$ cat config.mk
export PLATFORM = sky130hd
export DESIGN_NAME = ds_inst_queue_flat
export DESIGN_NICKNAME = d
export VERILOG_FILES = /design/src/rtl/ds_inst_queue_if.sv /design/src/rtl/ds_inst_queue.sv /design/src/flat_wrapper.sv
export SDC_FILE = /design/constraint.sdc
export NUM_CORES = 1
export LEC_CHECK = 0
export CORE_ASPECT_RATIO = 1.75
export CORE_MARGIN = 2
export CORE_UTILIZATION = 40
export DETAILED_ROUTE_END_ITERATION = 10
export PLACE_DENSITY = 0.62
export SYNTH_ARGS = -nofsm -noshare
export SYNTH_HDL_FRONTEND = slang
export SYNTH_SLANG_ARGS = --single-unit
$ cat constraint.sdc
create_clock -name clk -period 10.02 [get_ports clk]
set_input_delay 2.004 -clock clk [delete_from_list [all_inputs] [get_ports clk]]
set_output_delay 2.004 -clock clk [all_outputs]
set_load 0.03 [all_outputs]
$ cat src/rtl/ds_inst_queue_if.sv
// ds_inst_queue_if: fetch-side and decode-side signals of the instruction queue.
//   master : pipeline side; drives in_valid/in_data/deq_num and observes the queue.
//   slave  : the queue; drives in_ready/out_valid/out_data/count/almost_full.
//   in_valid/in_data/in_ready  : one fetched entry per cycle, enqueued on valid & ready.
//   out_valid/out_data         : ISSUE_W decode slots, oldest entry in slot 0.
//   deq_num                    : number of slots decode consumes this cycle.
//   count/almost_full          : occupancy status.
interface ds_inst_queue_if #(
  parameter int unsigned DEPTH   = 8,
  parameter int unsigned ISSUE_W = 2,
  parameter int unsigned DATA_W  = 96
);
  localparam int unsigned CNT_W = $clog2(DEPTH + 1);
  localparam int unsigned DQ_W  = $clog2(ISSUE_W + 1);

  logic                      in_valid;
  logic [DATA_W-1:0]         in_data;
  logic                      in_ready;
  logic [ISSUE_W-1:0]        out_valid;
  logic [ISSUE_W*DATA_W-1:0] out_data;
  logic [DQ_W-1:0]           deq_num;
  logic [CNT_W-1:0]          count;
  logic                      almost_full;

  modport master (
    output in_valid, in_data, deq_num,
    input  in_ready, out_valid, out_data, count, almost_full
  );

  modport slave (
    input  in_valid, in_data, deq_num,
    output in_ready, out_valid, out_data, count, almost_full
  );
endinterface

$ cat src/rtl/ds_inst_queue.sv
// ds_inst_queue: circular-buffer instruction queue between fetch and decode.
//   clk    : sole clock, all state on its rising edge.
//   resetn : asynchronous active-low reset; drops all entries.
//   flush  : synchronous pipeline flush; empties the queue next cycle.
//   q      : ds_inst_queue_if.slave (enqueue handshake, decode slots, status).
// Optional feature: define DS_QUEUE_BYPASS_EN to present an incoming entry in
// slot 0 in the same cycle when the queue is empty. Default build has no
// combinational path from q.in_* to q.out_*.
module ds_inst_queue #(
  parameter int unsigned DEPTH   = 8,
  parameter int unsigned ISSUE_W = 2,
  parameter int unsigned DATA_W  = 96
) (
  input  logic              clk,
  input  logic              resetn,
  input  logic              flush,
  ds_inst_queue_if.slave    q
);

  localparam int unsigned PTR_W = $clog2(DEPTH);
  localparam int unsigned CNT_W = $clog2(DEPTH + 1);
  localparam int unsigned DQ_W  = $clog2(ISSUE_W + 1);

  logic [PTR_W-1:0]   head_q, head_d;
  logic [PTR_W-1:0]   tail_q, tail_d;
  logic [CNT_W-1:0]   count_q, count_d;
  logic               in_ready_q, in_ready_d;
  logic               almost_full_q, almost_full_d;
  logic [ISSUE_W-1:0] out_valid_q, out_valid_d;

  logic [DATA_W-1:0]  mem_q [DEPTH];

  logic               enq_c;
  logic               byp_c;
  logic               byp_take_c;
  logic [DQ_W-1:0]    deq_eff_c;
  logic [PTR_W-1:0]   rd_idx_c [ISSUE_W];

  // Bypass qualifies on in_ready so an entry is never both bypassed and re-offered.
  always_comb begin
`ifdef DS_QUEUE_BYPASS_EN
    byp_c = (count_q == '0) && q.in_valid && in_ready_q && !flush;
`else
    byp_c = 1'b0;
`endif
  end

  // Next-state: clamp dequeue to occupancy, enqueue only into free space.
  always_comb begin
    head_d        = head_q;
    tail_d        = tail_q;
    count_d       = count_q;
    in_ready_d    = in_ready_q;
    almost_full_d = almost_full_q;
    out_valid_d   = out_valid_q;

    deq_eff_c  = (CNT_W'(q.deq_num) > count_q) ? DQ_W'(count_q) : q.deq_num;
    byp_take_c = byp_c && (q.deq_num != '0);
    enq_c      = q.in_valid && in_ready_q && !flush && !byp_take_c;

    if (flush) begin
      head_d  = '0;
      tail_d  = '0;
      count_d = '0;
    end else begin
      head_d  = head_q + PTR_W'(deq_eff_c);
      tail_d  = tail_q + PTR_W'(enq_c);
      count_d = count_q + CNT_W'(enq_c) - CNT_W'(deq_eff_c);
    end

    // Status flops track the next occupancy so outputs come straight from flops.
    in_ready_d    = count_d < CNT_W'(DEPTH);
    almost_full_d = count_d >= CNT_W'(DEPTH - 1);
    for (int k = 0; k < int'(ISSUE_W); k++) begin
      out_valid_d[k] = count_d > CNT_W'(k);
    end
  end

  // Control state register.
  always_ff @(posedge clk or negedge resetn) begin
    if (!resetn) begin
      head_q        <= '0;
      tail_q        <= '0;
      count_q       <= '0;
      in_ready_q    <= 1'b0;
      almost_full_q <= 1'b0;
      out_valid_q   <= '0;
    end else begin
      head_q        <= head_d;
      tail_q        <= tail_d;
      count_q       <= count_d;
      in_ready_q    <= in_ready_d;
      almost_full_q <= almost_full_d;
      out_valid_q   <= out_valid_d;
    end
  end

  // Entry storage; contents are don't-care until marked valid, so no reset.
  always_ff @(posedge clk) begin
    if (enq_c) begin
      mem_q[tail_q] <= q.in_data;
    end
  end

  // Slot k reads entry head+k, wrapping naturally in PTR_W bits.
  always_comb begin
    for (int k = 0; k < int'(ISSUE_W); k++) begin
      rd_idx_c[k] = head_q + PTR_W'(k);
    end
  end

  // Decode slot outputs; only slot 0 can be bypassed.
  always_comb begin
    q.out_valid    = out_valid_q;
    q.out_valid[0] = out_valid_q[0] | byp_c;
    for (int k = 0; k < int'(ISSUE_W); k++) begin
      q.out_data[k*DATA_W +: DATA_W] = mem_q[rd_idx_c[k]];
    end
    if (byp_c) begin
      q.out_data[0 +: DATA_W] = q.in_data;
    end
  end

  assign q.in_ready    = in_ready_q;
  assign q.count       = count_q;
  assign q.almost_full = almost_full_q;

endmodule

$ cat src/flat_wrapper.sv
// flat-port wrapper written by rule: the top's interface ports become plain ports
module ds_inst_queue_flat 
#(
  parameter int unsigned DEPTH   = 8,
  parameter int unsigned ISSUE_W = 2,
  parameter int unsigned DATA_W  = 96
)
  (clk, resetn, flush, q_in_valid, q_in_data, q_deq_num, q_in_ready, q_out_valid, q_out_data, q_count, q_almost_full);
  ds_inst_queue_if #(.DEPTH(DEPTH), .ISSUE_W(ISSUE_W), .DATA_W(DATA_W)) q_i ();
  input  logic clk;
  input  logic resetn;
  input  logic flush;
  input wire logic [$bits(q_i.in_valid)-1:0] q_in_valid;
  input wire logic [$bits(q_i.in_data)-1:0] q_in_data;
  input wire logic [$bits(q_i.deq_num)-1:0] q_deq_num;
  output wire logic [$bits(q_i.in_ready)-1:0] q_in_ready;
  output wire logic [$bits(q_i.out_valid)-1:0] q_out_valid;
  output wire logic [$bits(q_i.out_data)-1:0] q_out_data;
  output wire logic [$bits(q_i.count)-1:0] q_count;
  output wire logic [$bits(q_i.almost_full)-1:0] q_almost_full;
  assign q_i.in_valid = q_in_valid;
  assign q_i.in_data = q_in_data;
  assign q_i.deq_num = q_deq_num;
  assign q_in_ready = q_i.in_ready;
  assign q_out_valid = q_i.out_valid;
  assign q_out_data = q_i.out_data;
  assign q_count = q_i.count;
  assign q_almost_full = q_i.almost_full;
  ds_inst_queue #(.DEPTH(DEPTH), .ISSUE_W(ISSUE_W), .DATA_W(DATA_W)) u_core (.clk(clk), .resetn(resetn), .flush(flush), .q(q_i));
endmodule
==> out/qor.yml <==
status:
  status: "completed"
route:
  viasPerCell: 5.76
  num_vias: 17700
  remaining_drc_errors: 0
  drt_wl_total_microns: 84100
  first_pass_iters: 5
  detail_route.wl_per_cell_microns: 27.4
  ant_nets: 0
  drtIter0Drc: 1139
global_route:
  grt_max_degree: 141
  antenna_found_initial: 10
  overflow: 0
  grt_pass1_vias: 19400
  track_usage_pct: 18.7
  grt_first_pass_wirelength_microns: 125000
logic_synthesis:
  syn_nets: 1651
  synth_top_cell_by_area: "edfxtp_1"
  synth_area_sq_um: 35400
  syn_avg_cell_area_sq_um: 23.1
  seq_area_frac_synth_pct: 66.1
  synthTopCellsByArea: "edfxtp_1 (65%), mux4_2 (24%), mux2_2 (6.1%), dfrtp_1 (0.99%), buf_6 (0.99%)"
  synth_seq_cells: 782
  synth_top_area_share_pct: 65.1
  synth_cell_types: 31
  yosysWarningCount: 0
  synth_cells: 1535
clocking:
  cts_setup_buffers: 0
  cts-root-buf: "clkbuf_16"
  tritoncts: "yes"
  clockBufferDepth: 3
  post_cts_resized: 0
  cts_hold_buf: 0
  cts_sinks: 782
  cts_inserted_buffers: 74
  path_clk_slew_ns: 0.06
  h-tree-depth: 3
  clock_latency_ns: 0.66
critical_path:
  end_kind: "output pin"
  critical_path_class: "register to output pin"
  cp_max_fo: 124
  arrival_ns: 4.69
  required_ns: 8.02
  critPathLaunchType: "register"
cells_and_area:
  drive_gt1_share_pct: 38.8
  syn2layout_area_growth_pct: 18.7
  fin_nets: 1955
  final_cell_area_sq_um: 42000
  final_common_cell: "edfxtp_1"
  final_cell_mix: "edfxtp_1 (768), mux4_2 (384), clkdlybuf4s50_1 (301)"
die:
  die_w_microns: 229
  ios: 302
  die_h_microns: 398
  rows: 144
  core_area_sq_um: 87900
  start_util_pct: 40.3
  fp.dieArea_sq_um: 91100
timing:
  slew_viol_final: 0
  worst_slew_pin_slew_ns: 1.17
  finalCritPeriodShare_pct: 66.8
  fmax_ghz: 0.149
  setup_tns_ns: 0
  finalHoldViolCount: 0
  maxSlewHeadroom_pct: 22.1
  setup_ws_ns: 3.33
  rsz0062_at_grt: "false"
  setup_violations: 0
  clock_skew_ns: 0.0193
  fin_hold_ws_ns: 0.642
  period_minus_slack_ns: 6.69
placement:
  dp_hpwl_microns: 48500
  place_ws_ns: 3.92
  place_area_sq_um: 39600
  port-buffer-count: 301
  place_congestion: 0.734
pwr:
  pwr_density_cell_nw_per_um2: 301
  leakage_nw: 12.8
  fin_total_pwr_w: 0.0127
  ir_drop_mv: 0.345
flow_run:
  cap_violations: 0
min_path:
  hp-class: "register to register"
worst paths after layout:
| check | endpoint | cells past startpoint | slack (ns) | from |
|---|---|---|---|---|
| max | q_out_data[135] | 5 | 3.33 | u_core.head_q[1] |
| max reg2reg | u_core.q.out_valid[0] | 13 | 6.83 | u_core.q.count[1] |
| max in group asynchronous | u_core.head_q[0] | 1 | 7.77 | resetn |
| min reg2reg | u_core.tail_q[0] | 2 | 0.64 | u_core.tail_q[0] |
| min | u_core.tail_q[0] | 2 | 0.64 | u_core.tail_q[0] |
| min in group asynchronous | u_core.q.count[2] | 1 | 1.76 | resetn |
power by group:
part           switching, W  internal (W)  total [W]
clock               0.00122       0.00160    0.00282
combinational       0.00321       0.00285    0.00607
sequential        0.0000915       0.00368    0.00377
metal layers:
metal  vias up  wire length [microns]  track usage [%]
met5         -                     77                0
li1       7348                      -                -
met1      9692                  33800             23.7
met4        12                   1740             6.22
met3        99                   4820             4.04
met2       524                  43600             32.1
area by class of cell:
cell class / count / area, sq um
Multi-Input combinational cell: 633 / 11300
Tap cell: 1168 / 1460
Inverter: 12 / 45.0
Timing Repair Buffer: 336 / 3340
Clock buffer: 87 / 1930
Fill cell: 7319 / 45900
Clock inverter: 48 / 482
Sequential cell: 782 / 23400
Antenna cell: 4 / 10.0
synth_stat cells:
| master | n |
|---|---|
| edfxtp_1 | 768 |
| mux4_2 | 384 |
| mux2_2 | 192 |
| buf_2 | 38 |
| buf_6 | 31 |
| clkbuf_1 | 30 |
| dfrtp_1 | 14 |
| ha_1 | 12 |
| inv_1 | 12 |
| nor2_1 | 11 |
| nor2b_1 | 6 |
| buf_4 | 5 |
| buf_1 | 4 |
| nand2_1 | 3 |
| nand2b_1 | 3 |
| a21o_1 | 2 |
| a31oi_1 | 2 |
| fa_1 | 2 |
| mux2i_1 | 2 |
| nor3_1 | 2 |
| xnor2_1 | 2 |
| a211o_1 | 1 |
| a21oi_1 | 1 |
| a41oi_1 | 1 |
| and3b_1 | 1 |
| nand3_1 | 1 |
| nand3b_1 | 1 |
| o211ai_1 | 1 |
| or2_2 | 1 |
| xor2_1 | 1 |
| xor2_2 | 1 |
critical path: stages (launching register included):
cell             delay, ns
dfrtp_4               0.67
ha_4                  1.05
buf_12                0.67
mux4_2                0.42
mux2_2                0.31
clkdlybuf4s50_1       0.61
stage by stage:
step,util (%),instances
2_1_floorplan,-,1535
3_3_place_gp,45.1,2931
3_5_place_dp,45.1,2931
4_1_cts,47.8,3066
5_1_grt,47.8,3069
6_report,47.8,3070
cell families after synthesis:
kind of cell               count (synthesis)  synth area share [%]
DFF                                      782                  66.1
muxes                                    578                  30.6
buffers and inverters                    120                  2.12
and+or+nand+nor                           29                 0.413
adders and majority gates                 14                 0.537
AOI/OAI and AO/OA                          8                 0.162
xor gates and xnor gates                   4                 0.120
registers in the layout (all words and copies together), names as in the netlist:
| signal | cells |
|---|---|
| u_core.tail_q | 3 |
| u_core.q.out_valid | 2 |
| u_core.head_q | 3 |
| u_core.mem_q | 768 |
| u_core.q.in_ready | 1 |
| u_core.q.count | 4 |
| u_core.q.almost_full | 1 |
No activity file was read; power rests on OpenSTA's default activity.
